<file path="src/rtl/mux_shift_reg.sv">
// Universal shift register (hold / shift right / shift left / load) with a saturating
// shift counter and DONE flag, used as the lab's serialiser/deserialiser.

module mux2 (
    input  logic a,
    input  logic b,
    input  logic sel,
    output logic y
);
    assign y = sel ? b : a;
endmodule

module mux_shift_reg #(
    parameter  int WIDTH = 8,
    localparam int CW    = $clog2(WIDTH + 1)
) (
    input  logic             CLK,
    input  logic             RST,
    input  logic             EN,
    input  logic [1:0]       MODE,
    input  logic [WIDTH-1:0] D,
    input  logic             SIN_R,
    input  logic             SIN_L,
    output logic [WIDTH-1:0] Q,
    output logic             SOUT_R,
    output logic             SOUT_L,
    output logic [CW-1:0]    CNT,
    output logic             DONE
);
    localparam logic [CW-1:0] CNT_FULL = CW'(WIDTH);

    logic [WIDTH-1:0] shr_vec;
    logic [WIDTH-1:0] shl_vec;
    logic [WIDTH-1:0] lvl_a;
    logic [WIDTH-1:0] lvl_b;
    logic [WIDTH-1:0] q_next;
    logic [CW-1:0]    cnt_next;
    logic             done_next;
    logic             shifting;

    assign shr_vec = {SIN_R, Q[WIDTH-1:1]};
    assign shl_vec = {Q[WIDTH-2:0], SIN_L};

    // MODE[0] picks within {hold, shr} and {shl, load}; MODE[1] picks between the pairs.
    for (genvar i = 0; i < WIDTH; i++) begin : g_bit
        mux2 u_lo  (.a(Q[i]),       .b(shr_vec[i]), .sel(MODE[0]), .y(lvl_a[i]));
        mux2 u_hi  (.a(shl_vec[i]), .b(D[i]),       .sel(MODE[0]), .y(lvl_b[i]));
        mux2 u_out (.a(lvl_a[i]),   .b(lvl_b[i]),   .sel(MODE[1]), .y(q_next[i]));
    end

    assign shifting = MODE[0] ^ MODE[1];

    always_comb begin
        // NOTE: default every comb output first so no path leaves it unassigned (no latch).
        cnt_next = CNT;
        if (MODE == 2'b11) begin
            cnt_next = '0;
        end else if (shifting && (CNT != CNT_FULL)) begin
            cnt_next = CNT + CW'(1);
        end
    end

    assign done_next = (cnt_next == CNT_FULL);

    always_ff @(posedge CLK) begin
        // NOTE: state uses non-blocking assignments so every register samples pre-edge values.
        if (RST) begin
            Q    <= '0;
            CNT  <= '0;
            DONE <= 1'b0;
        end else if (EN) begin
            Q    <= q_next;
            CNT  <= cnt_next;
            DONE <= done_next;
        end
    end

    assign SOUT_R = Q[0];
    assign SOUT_L = Q[WIDTH-1];
endmodule

</file>
<file path="config.mk">
export PLATFORM = sky130hd
export DESIGN_NAME = mux_shift_reg
export DESIGN_NICKNAME = d
export VERILOG_FILES = /design/src/rtl/mux_shift_reg.sv
export SDC_FILE = /design/constraint.sdc
export NUM_CORES = 1
export LEC_CHECK = 0
export ABC_AREA = 1
export CAP_MARGIN = 20
export CORE_AREA = 2 2 48 50
export DETAILED_ROUTE_END_ITERATION = 8
export DIE_AREA = 0 0 50 52
export MAX_ROUTING_LAYER = met4
export PLACE_DENSITY = 0.82
export SYNTH_ARGS = -nofsm -noshare
export SYNTH_HDL_FRONTEND = slang
export SYNTH_HIERARCHICAL = 1
export SYNTH_SLANG_ARGS = --single-unit
</file>
<file path="constraint.sdc">
create_clock -name CLK -period 2.4 [get_ports CLK]
set_input_delay 0.48 -clock CLK [delete_from_list [all_inputs] [get_ports CLK]]
set_output_delay 0.48 -clock CLK [all_outputs]
set_load 0.01 [all_outputs]
</file>
Word level (Yosys, flattened, before mapping) --
Index checks and enable logic that the tools add are counted.
Cells by class: add/subtract/negate cells 1, equality and inequality tests 3, mux-type cells 26, bitwise gates (word level) 1, reduce and logical (&&, ||, !) cells 3
Operators with widths (count):
- 1-bit two-way mux | 24
- 4-bit two-way mux | 2
- 4-bit by 1-bit adder with 4-bit output, second input constant | 1
- 4-bit == test, second input constant | 1
- 4-bit inequality test, second input constant | 1
- 2-bit == test, second input constant | 1
- 2-bit AND reduction | 1
- 2-bit nonzero test | 1
- 1-bit logical AND | 1
- 1-bit XOR | 1
Storage, ports and cells: bits in registers 13, bits of input ports 15, output and inout bits 15

Depth between registers and ports, before layout --
Gate-level depths: netlist (run 1).
depth after elaboration 5, gate-level depth with buffers 11, mapped depth without buffers 11

Cells and area by module --
The synthesis (run 1) kept the hierarchy.
Modules (own cells, without submodules):
- mux_shift_reg | instances 1, cells an instance 91, area an instance 641.9 um2
- mux2 | instances 24, cells an instance 4, area an instance 15.0 um2

Worst setup path after synthesis (run 1) --
No wires, ideal clock.
path type input to register, start in MODE[0], end reg DONE, setup time 0.111 ns, arrival time 1.282 ns, required time 2.289 ns, setup slack 1.007 ns, stages 9, path buffers 0, cell sequence ha_1 nand2_4 nand2_1 nand2_1 nand2_1 nand3_1 nor2_1 nor2_1 nor2_1
On the way: cells in the longest elaborated chain, start to end 5, elaborated cells on any way between the ends 6
Ends and longest elaborated chain:
- from (decl) | RTL line 20 | input logic [1:0] MODE,
- 1-bit XOR | RTL line 51 | assign shifting = MODE[0] ^ MODE[1];
- 1-bit logical AND | RTL line 58 | end else if (shifting && (CNT != CNT_FULL)) begin
- 4-bit two-way mux | RTL line 58
- 4-bit two-way mux * | RTL line 56 | if (MODE == 2'b11) begin
- 4-bit == test * | RTL line 63 | assign done_next = (cnt_next == CNT_FULL);
- to (signal assigned) | RTL line 74 | DONE <= done_next;
- to (decl) | RTL line 28 | output logic DONE
Every way passes the cells marked *; elsewhere a longest branch is shown, timed or not. A chain may end at the register's enable or synchronous reset.

Final worst setup path (run 1) --
start reg CNT[3], end out CNT[3]
RTL lines:
- from (decl) | RTL line 27 | output logic [CW-1:0] CNT,
- from (signal assigned) | RTL line 73 | CNT <= cnt_next;
No word-level cell between the ends.

==> results of run 1 <==
worst min path at each step:
stage                          end  slack [ns]  depth (start not counted)
2_1_floorplan  CNT[3]$_SDFFE_PP0P_        0.55                          1
3_3_place_gp     Q[1]$_SDFFE_PP0P_        0.55                          2
3_5_place_dp     DONE$_SDFFE_PP0P_        0.55                          4
4_1_cts          DONE$_SDFFE_PP0P_        0.57                          4
5_1_grt          Q[5]$_SDFFE_PP0P_        0.60                          2
6_report         DONE$_SDFFE_PP0P_        0.57                          4
final cells by class:
cell class	instances	area share
clock buffers	4	0.0194
repair buffers	32	0.231
multi-input cells	135	0.434
inverters	35	0.0970
well taps	28	0.0259
flip-flops and latches	13	0.192
power by group through the flow:
stage | registers (mW) | clock network (mW) | logic, mW
after floorplan | 0.255 | 0 | 0.0890
after global placement | 0.252 | 0 | 0.169
after detailed placement | 0.252 | 0 | 0.175
after CTS | 0.247 | 0.141 | 0.176
after global routing | 0.250 | 0.150 | 0.198
final | 0.247 | 0.137 | 0.176
registers in the layout, summed over array words and instances, names as in the netlist:
register	count
CNT	4
DONE	1
Q	8
metal layers:
metal  wire (um)  part of all wire
met1        1060              0.44
met4          10            0.0041
met2        1220              0.50
met5           0                 0
met3         144             0.059
cell families (layout without fill, tap and decap cells):
kind of cell,Yosys count,after routing,synth area share
simple gates,116,116,0.469
buf+inv,39,71,0.154
compound gates,16,16,0.0799
flops,13,13,0.260
fa+ha+maj,3,3,0.0375
placed cells by master (no fill, tap or decap), types with 4 or more instances in the layout:
master and instances:
inv_1 32, a21oi_1 4, nor2_1 21, o21ai_0 11, clkdlybuf4s50_1 29, dfxtp_1 13, nand2_1 84, nand3_1 7
==> results.sh, run 1 <==
export IMPL_timing_rr_start="CNT[0]$_SDFFE_PP0P_"
export IMPL_die_h_um=52
export IMPL_fin_crit_ns=1.82
export IMPL_cts_sinks=13
export IMPL_cp_endpoint="CNT[3]"
export IMPL_cts_buffers=3
export IMPL_initial_core_util=0.476
export IMPL_status="completed"
export IMPL_die_x_um=50
export IMPL_crit_start="CNT[3]$_SDFFE_PP0P_"
export IMPL_root_buffer="clkbuf_4"
export IMPL_drive_above_1_share=0.0502
export IMPL_wl_per_cell_um=9.87
export IMPL_tns_ns=0
export IMPL_viasPerCell=4.66
export IMPL_min_from="DONE$_SDFFE_PP0P_"
export IMPL_power_density_nw_per_um2=414
export IMPL_final_max_slew_viol_count=0
export IMPL_end_kind="output port"
export IMPL_setup_viol=0
export IMPL_holdBufCountCts=0
export IMPL_path_class="reg -> out"
export IMPL_synth_edf_count=0
export IMPL_antenna_cells=0
export IMPL_yosysSeqAreaShare=0.260
export IMPL_use_met1=0.256
export IMPL_leakage_nw=0.738
export IMPL_crit_cells=1
export IMPL_reg2reg_depth=11
export IMPL_hpwl_mm=1.79
export IMPL_syn_cell_area_um2=1000
export IMPL_fillers=188
export IMPL_pwr_share_seq=0.442
export IMPL_ys_warn_count=6
export IMPL_crit_family="buffers and inverters"
export IMPL_r2r_end="DONE$_SDFFE_PP0P_"
export IMPL_hold_path_class="reg -> reg"
export IMPL_worstPathRequired_ns=1.92
export IMPL_syn_to_final_growth_pct=35.1
export IMPL_drt_first_pass_iters=4
export IMPL_grtUsageMet3=0.0431
export IMPL_worst_slew_pin_slew_ns=0.285
export IMPL_synth_nets=205
export IMPL_numPortBuffers=29
export IMPL_slowest_delay_ns=0.59
export IMPL_hold_viol=0
export IMPL_maxCapViolations=0
export IMPL_swShare=0.322
export IMPL_grt_pass1_wl_mm=4.04
export IMPL_post_synth_num_cell_types=17
export IMPL_peakVddDrop_mv=0.304
export IMPL_slowest_stage="clkdlybuf4s50_1"
export IMPL_yosysMostFrequentCell="nand2_1"
export IMPL_worst_slack_ns=0.578
export IMPL_h_tree_depth=1
export IMPL_comb_power_share=0.314
export IMPL_holdWs_ns=0.569
export IMPL_pwr_share_clk=0.244
export IMPL_layout_nets=238
export IMPL_postCtsSetupBuffers=0
export IMPL_grtUsageMet2=0.346
export IMPL_cp_arrival_ns=1.34
export IMPL_clk_path_buf_depth=2
export IMPL_grt_start_max_net_pins=33
export IMPL_ys_flop_type="dfxtp_1"
export IMPL_post_route_drc_count=0
export IMPL_clkTransAtPathRegs_ns=0.08
export IMPL_seq_area_um2=260
export IMPL_placed_cells=243
export IMPL_drt_iter0_drc=44
export IMPL_vias=1151
export IMPL_antenna_found_initial=0
export IMPL_pre_cts_slack_ns=0.434
export IMPL_multi_input_area_um2=588
export IMPL_worstSkewPairLatency_ns=0.28
export IMPL_p_int_mw=0.380
export IMPL_layout_worst_path_cycle_share=0.759
export IMPL_ant_nets=0
export IMPL_grt_busiest_layer="met2"
export IMPL_synth_top_area_cell="nand2_1"
export IMPL_fmax_ghz=0.549
export IMPL_place_area_um2=1330
export IMPL_grt_ovfl_total=0
export IMPL_placementRows=17
export IMPL_routed_wl_mm=2.44
export IMPL_clock_skew_ns=0.00424
export IMPL_crit_chain="clkdlybuf4s50_1"
export IMPL_synthTopCellsByArea="nand2_1 31%, dfxtp_1 26%, inv_1 12%"
export IMPL_core_area_um2=2110
export IMPL_path_max_fanout=5
export IMPL_track_usage=0.206
export IMPL_async_reset_ff_frac=0
export IMPL_synth_top_area_frac=0.315
export IMPL_start_kind="flip-flop"
export IMPL_fin_util=0.643
export IMPL_rsz0062_at_grt="false"
export IMPL_post_route_cell_area_um2=1350
export IMPL_worst_path_buf_inv=1
export IMPL_switchingPower_mw=0.180
export IMPL_reg2reg_slack_ns=0.87
export IMPL_cts_tree="done"
export IMPL_slew_headroom=0.809
export IMPL_syn_inst=187
export IMPL_synth_area_per_cell_um2=5.36
export IMPL_ys_ff_latch=13
export IMPL_place_congestion=0.981
export IMPL_synth_common_cells="84 x nand2_1, 32 x inv_1, 21 x nor2_1, 13 x dfxtp_1, 11 x o21ai_0"
export IMPL_p_total_mw=0.560
export IMPL_ctsResizeCount=0
export IMPL_die_area_um2=2600
export IMPL_num_io_pins=30
export IMPL_stdcell_count=247
export IMPL_grt_pass1_vias=973
Note: power is estimated with default switching activity, not from simulation.
==> inputs of run 2 (changes only) <==
--- a/config.mk
+++ b/config.mk
@@ -7,11 +7,11 @@
 export LEC_CHECK = 0
 export ABC_AREA = 1
 export CAP_MARGIN = 20
-export CORE_AREA = 2 2 48 50
+export CORE_AREA = 2 2 52 54
 export DETAILED_ROUTE_END_ITERATION = 8
-export DIE_AREA = 0 0 50 52
+export DIE_AREA = 0 0 54 56
 export MAX_ROUTING_LAYER = met4
-export PLACE_DENSITY = 0.82
+export PLACE_DENSITY = 0.74
 export SYNTH_ARGS = -nofsm -noshare
 export SYNTH_HDL_FRONTEND = slang
 export SYNTH_HIERARCHICAL = 1
==> constraint.sdc (replaced) <==
create_clock -name CLK -period 1.5 [get_ports CLK]
set_input_delay 0.3 -clock CLK [delete_from_list [all_inputs] [get_ports CLK]]
set_output_delay 0.3 -clock CLK [all_outputs]
set_load 0.01 [all_outputs]
==> results.sh, run 2 (synthesis results as in run 1) <==
export IMPL_routed_wl_mm=2.28
export IMPL_start_kind="flip-flop"
export IMPL_initial_core_util=0.412
export IMPL_peakVddDrop_mv=0.454
export IMPL_slew_headroom=0.806
export IMPL_hold_path_class="reg -> reg"
export IMPL_layout_worst_path_cycle_share=0.963
export IMPL_rsz0062_at_grt="true"
export IMPL_clk_path_buf_depth=2
export IMPL_hold_viol=0
export IMPL_viasPerCell=4.54
export IMPL_die_x_um=54
export IMPL_track_usage=0.167
export IMPL_antenna_cells=0
export IMPL_cts_sinks=13
export IMPL_power_density_nw_per_um2=629
export IMPL_comb_power_share=0.324
export IMPL_cts_buffers=3
export IMPL_cts_tree="done"
export IMPL_placed_cells=252
export IMPL_antenna_found_initial=0
export IMPL_p_int_mw=0.622
export IMPL_path_max_fanout=2
export IMPL_slowest_delay_ns=0.53
export IMPL_place_congestion=0.828
export IMPL_leakage_nw=0.922
export IMPL_grt_pass1_vias=977
export IMPL_num_io_pins=30
export IMPL_clkTransAtPathRegs_ns=0.08
export IMPL_setup_viol=0
export IMPL_vias=1161
export IMPL_fin_crit_ns=1.44
export IMPL_wl_per_cell_um=8.90
export IMPL_grt_pass1_wl_mm=3.82
export IMPL_worst_slew_pin_slew_ns=0.291
export IMPL_pwr_share_clk=0.241
export IMPL_drt_iter0_drc=18
export IMPL_p_total_mw=0.911
export IMPL_placementRows=18
export IMPL_fin_util=0.595
export IMPL_crit_chain="clkdlybuf4s50_1"
export IMPL_post_route_drc_count=0
export IMPL_fmax_ghz=0.692
export IMPL_cp_arrival_ns=1.14
export IMPL_maxCapViolations=0
export IMPL_die_h_um=56
export IMPL_reg_top3="Q (8), CNT (4), DONE (1)"
export IMPL_numPortBuffers=29
export IMPL_drive_above_1_share=0.124
export IMPL_regMostFlops="Q"
export IMPL_grt_start_max_net_pins=33
export IMPL_largest_reg_flops=8
export IMPL_hold_depth=2
export IMPL_worstPathRequired_ns=1.20
export IMPL_path_class="reg -> out"
export IMPL_pre_cts_slack_ns=-0.248
export IMPL_final_max_slew_viol_count=0
export IMPL_clock_skew_ns=0.00592
export IMPL_reg2reg_depth=11
export IMPL_root_buffer="clkbuf_4"
export IMPL_worst_path_buf_inv=1
export IMPL_crit_family="buffers and inverters"
export IMPL_worstSkewPairLatency_ns=0.28
export IMPL_worst_slack_ns=0.0552
export IMPL_slowest_stage="clkdlybuf4s50_1"
export IMPL_fillers=255
export IMPL_post_route_cell_area_um2=1450
export IMPL_holdBufCountCts=0
export IMPL_end_kind="output port"
export IMPL_final_cell_mix="84 x nand2_1, 32 x inv_1, 21 x nor2_1, 15 x clkdlybuf4s50_1, 11 x o21ai_0"
export IMPL_ant_nets=0
export IMPL_h_tree_depth=1
export IMPL_switchingPower_mw=0.289
export IMPL_swShare=0.317
export IMPL_hpwl_mm=1.66
export IMPL_status="completed"
export IMPL_syn_to_final_growth_pct=44.4
export IMPL_stdcell_count=256
export IMPL_core_area_um2=2430
export IMPL_layout_nets=245
export IMPL_drt_first_pass_iters=4
export IMPL_place_area_um2=1380
export IMPL_pwr_share_seq=0.435
export IMPL_die_area_um2=3020
export IMPL_crit_cells=1
export IMPL_final_common_cell="nand2_1"
export IMPL_grt_ovfl_total=0
-- run 2: cell types whose count changed in the layout (fill, tap and decap cells not counted) --
cell / change
dlygate4sd2_1: +6
dfxtp_4: +1
ha_1: -1
ha_4: +1
buf_4: +7
dfxtp_2: +8
dfxtp_1: -9
clkdlybuf4s50_1: -14
dlymetal6s2s_1: +8
-- run 2: area by class of cell --
class	count	area, um^2	area share
clock buffer	4	26.3	0.0182
inverter	35	131	0.0908
multi-input combinational	135	601	0.415
sequential	13	274	0.189
tap	30	37.5	0.0259
timing repair buffer	39	378	0.261
-- run 2: repair_timing --
action                                  in CTS  in global routing
resized for setup                           15                 11
endpoints found under the setup margin      13                  9
pin swaps                                    0                  1
buffers inserted                             0                  0
endpoints found under the hold margin        0                  0
-- run 2: through the flow --
stage               setup TNS, ns  hold WS [ns]
floorplan                       0         0.369
global placement            -1.63         0.556
detailed placement          -1.82         0.556
CTS                             0         0.553
global route               -0.257         0.577
finish                          0         0.540
-- run 2: power by group through the flow --
| stage | Clock (mW) | Combinational [mW] | Sequential [mW] |
|---|---|---|---|
| finish | 0.220 | 0.295 | 0.396 |
| global route | 0.238 | 0.338 | 0.401 |
| CTS | 0.229 | 0.294 | 0.398 |
| detailed placement | 0 | 0.300 | 0.402 |
| global placement | 0 | 0.298 | 0.402 |
| floorplan | 0 | 0.142 | 0.408 |
-- run 2: worst paths after layout --
check                           slack, ns                end                 from
worst max-delay path                 0.06             CNT[3]  CNT[3]$_SDFFE_PP0P_
worst min register to register       0.54  Q[0]$_SDFFE_PP0P_    Q[0]$_SDFFE_PP0P_
worst max register to register       0.14  DONE$_SDFFE_PP0P_  CNT[1]$_SDFFE_PP0P_
worst min-delay path                 0.54  Q[0]$_SDFFE_PP0P_    Q[0]$_SDFFE_PP0P_
-- run 2: worst min-delay path, delay by kind of cell, from the launching register on --
family             cells  cell delay (ns)
AOI/OAI and AO/OA      1             0.08
DFF                    1             0.36
and+or+nand+nor        1             0.07
-- run 2: layer usage --
metal | global-route usage | wire length, um
met3 | 0.0484 | 136
met1 | 0.200 | 1090
met2 | 0.280 | 1050
met4 | 0.0214 | 7
met5 | - | 0
==> inputs of run 3 (changes only) <==
--- a/config.mk
+++ b/config.mk
@@ -10,7 +10,6 @@
 export CORE_AREA = 2 2 52 54
 export DETAILED_ROUTE_END_ITERATION = 8
 export DIE_AREA = 0 0 54 56
-export MAX_ROUTING_LAYER = met4
 export PLACE_DENSITY = 0.74
 export SYNTH_ARGS = -nofsm -noshare
 export SYNTH_HDL_FRONTEND = slang
==> results.sh, run 3 (synthesis results as in run 1) <==
export IMPL_vias=1163
export IMPL_reg_top3="Q (8), CNT (4), DONE (1)"
export IMPL_regMostFlops="Q"
export IMPL_syn_to_final_growth_pct=44.4
export IMPL_drive_above_1_share=0.124
export IMPL_layout_nets=245
export IMPL_cts_tree="done"
export IMPL_die_area_um2=3020
export IMPL_slowest_delay_ns=0.53
export IMPL_placementRows=18
export IMPL_wl_per_cell_um=8.88
export IMPL_worst_slew_pin_slew_ns=0.293
export IMPL_final_cell_mix="84 x nand2_1, 32 x inv_1, 21 x nor2_1, 15 x clkdlybuf4s50_1, 11 x o21ai_0"
export IMPL_cts_sinks=13
export IMPL_crit_chain="clkdlybuf4s50_1"
export IMPL_peakVddDrop_mv=0.454
export IMPL_die_h_um=56
export IMPL_maxCapViolations=0
export IMPL_drt_iter0_drc=20
export IMPL_cp_arrival_ns=1.14
export IMPL_initial_core_util=0.412
export IMPL_fmax_ghz=0.692
export IMPL_swShare=0.317
export IMPL_layout_worst_path_cycle_share=0.963
export IMPL_grt_ovfl_total=0
export IMPL_clkTransAtPathRegs_ns=0.08
export IMPL_comb_power_share=0.324
export IMPL_worst_slack_ns=0.0552
export IMPL_slew_headroom=0.805
export IMPL_post_route_drc_count=0
export IMPL_holdBufCountCts=0
export IMPL_grt_pass1_vias=977
export IMPL_hold_path_class="reg -> reg"
export IMPL_slowest_stage="clkdlybuf4s50_1"
export IMPL_pre_cts_slack_ns=-0.248
export IMPL_drt_first_pass_iters=4
export IMPL_stdcell_count=256
export IMPL_placed_cells=252
export IMPL_h_tree_depth=1
export IMPL_routed_wl_mm=2.27
export IMPL_rsz0062_at_grt="true"
export IMPL_numPortBuffers=29
export IMPL_cts_buffers=3
export IMPL_ant_nets=0
export IMPL_die_x_um=54
export IMPL_end_kind="output port"
export IMPL_power_density_nw_per_um2=629
export IMPL_pwr_share_seq=0.435
export IMPL_track_usage=0.163
export IMPL_hold_viol=0
export IMPL_clock_skew_ns=0.00573
export IMPL_worstPathRequired_ns=1.20
export IMPL_crit_family="buffers and inverters"
export IMPL_switchingPower_mw=0.289
export IMPL_status="completed"
export IMPL_largest_reg_flops=8
export IMPL_setup_viol=0
export IMPL_final_max_slew_viol_count=0
export IMPL_pwr_share_clk=0.241
export IMPL_path_max_fanout=2
export IMPL_antenna_cells=0
export IMPL_place_congestion=0.816
export IMPL_leakage_nw=0.922
export IMPL_root_buffer="clkbuf_4"
export IMPL_num_io_pins=30
export IMPL_core_area_um2=2430
export IMPL_final_common_cell="nand2_1"
export IMPL_grt_pass1_wl_mm=3.82
export IMPL_holdWs_ns=0.539
export IMPL_clk_path_buf_depth=2
export IMPL_worstSkewPairLatency_ns=0.28
export IMPL_worst_path_buf_inv=1
export IMPL_antenna_found_initial=0
export IMPL_viasPerCell=4.54
export IMPL_p_int_mw=0.622
export IMPL_path_class="reg -> out"
export IMPL_hpwl_mm=1.66
export IMPL_grt_start_max_net_pins=33
export IMPL_fin_util=0.595
export IMPL_start_kind="flip-flop"
export IMPL_postCtsSetupBuffers=0
export IMPL_fin_crit_ns=1.44
## run 3: cell counts in the layout (fill, tap and decap cells not counted)
Identical to the previous run, type by type.
## run 3: layer usage
| layer | routed length [um] | vias up | global-route usage |
|---|---|---|---|
| li1 | - | 638 | - |
| met1 | 1090 | 500 | 0.200 |
| met2 | 1040 | 23 | 0.280 |
| met3 | 136 | 2 | 0.0484 |
| met4 | 7 | 0 | 0.0214 |
| met5 | 0 | - | 0 |
## run 3: final timing paths
| kind | startpoint | cells after the start | to | slack, ns |
|---|---|---|---|---|
| worst min-delay path | Q[0]$_SDFFE_PP0P_ | 2 | Q[0]$_SDFFE_PP0P_ | 0.54 |
| worst max register to register | CNT[1]$_SDFFE_PP0P_ | 11 | DONE$_SDFFE_PP0P_ | 0.14 |
| worst min register to register | Q[0]$_SDFFE_PP0P_ | 2 | Q[0]$_SDFFE_PP0P_ | 0.54 |
| worst max-delay path | CNT[3]$_SDFFE_PP0P_ | 1 | CNT[3] | 0.06 |
## run 3: cell type report
cell class                 instances  area (um^2)
sequential                        13          274
timing repair buffer              39          378
tap                               30         37.5
clock buffer                       4         26.3
inverter                          35          131
fill                             255          985
multi-input combinational        135          601
## run 3: worst register-to-register path: stages, from the launching register on
cell and delay [ns]:
dfxtp_4 0.38, inv_1 0.06, ha_1 0.21, nand3_4 0.11
nand2_4 0.06, inv_2 0.05, nand2_1 0.04, o21ai_1 0.07
nand2_1 0.08, nor2_1 0.11, nor2_1 0.05, nor2_1 0.07
## run 3: what timing repair did
item | in CTS | in global routing
endpoints found under the setup margin | 13 | 9
gates cloned | 0 | 0
hold endpoints to repair | 0 | 0
pin swaps | 0 | 1
gates resized for setup | 15 | 11
## run 3: power groups by stage
stage | clock (mW) | combinational [mW] | sequential, mW
5_1_grt | 0.238 | 0.338 | 0.401
4_1_cts | 0.229 | 0.294 | 0.398
3_3_place_gp | 0 | 0.298 | 0.402
6_report | 0.220 | 0.295 | 0.396
3_5_place_dp | 0 | 0.300 | 0.402
2_1_floorplan | 0 | 0.142 | 0.408
## run 3: stage by stage
stage / area, um^2 / power [mW] / TNS (ns)
6_report: 1450 / 0.911 / 0
5_1_grt: 1450 / 0.977 / -0.257
3_3_place_gp: 1380 / 0.700 / -1.63
2_1_floorplan: 1000 / 0.550 / 0
3_5_place_dp: 1380 / 0.702 / -1.82
4_1_cts: 1410 / 0.921 / 0
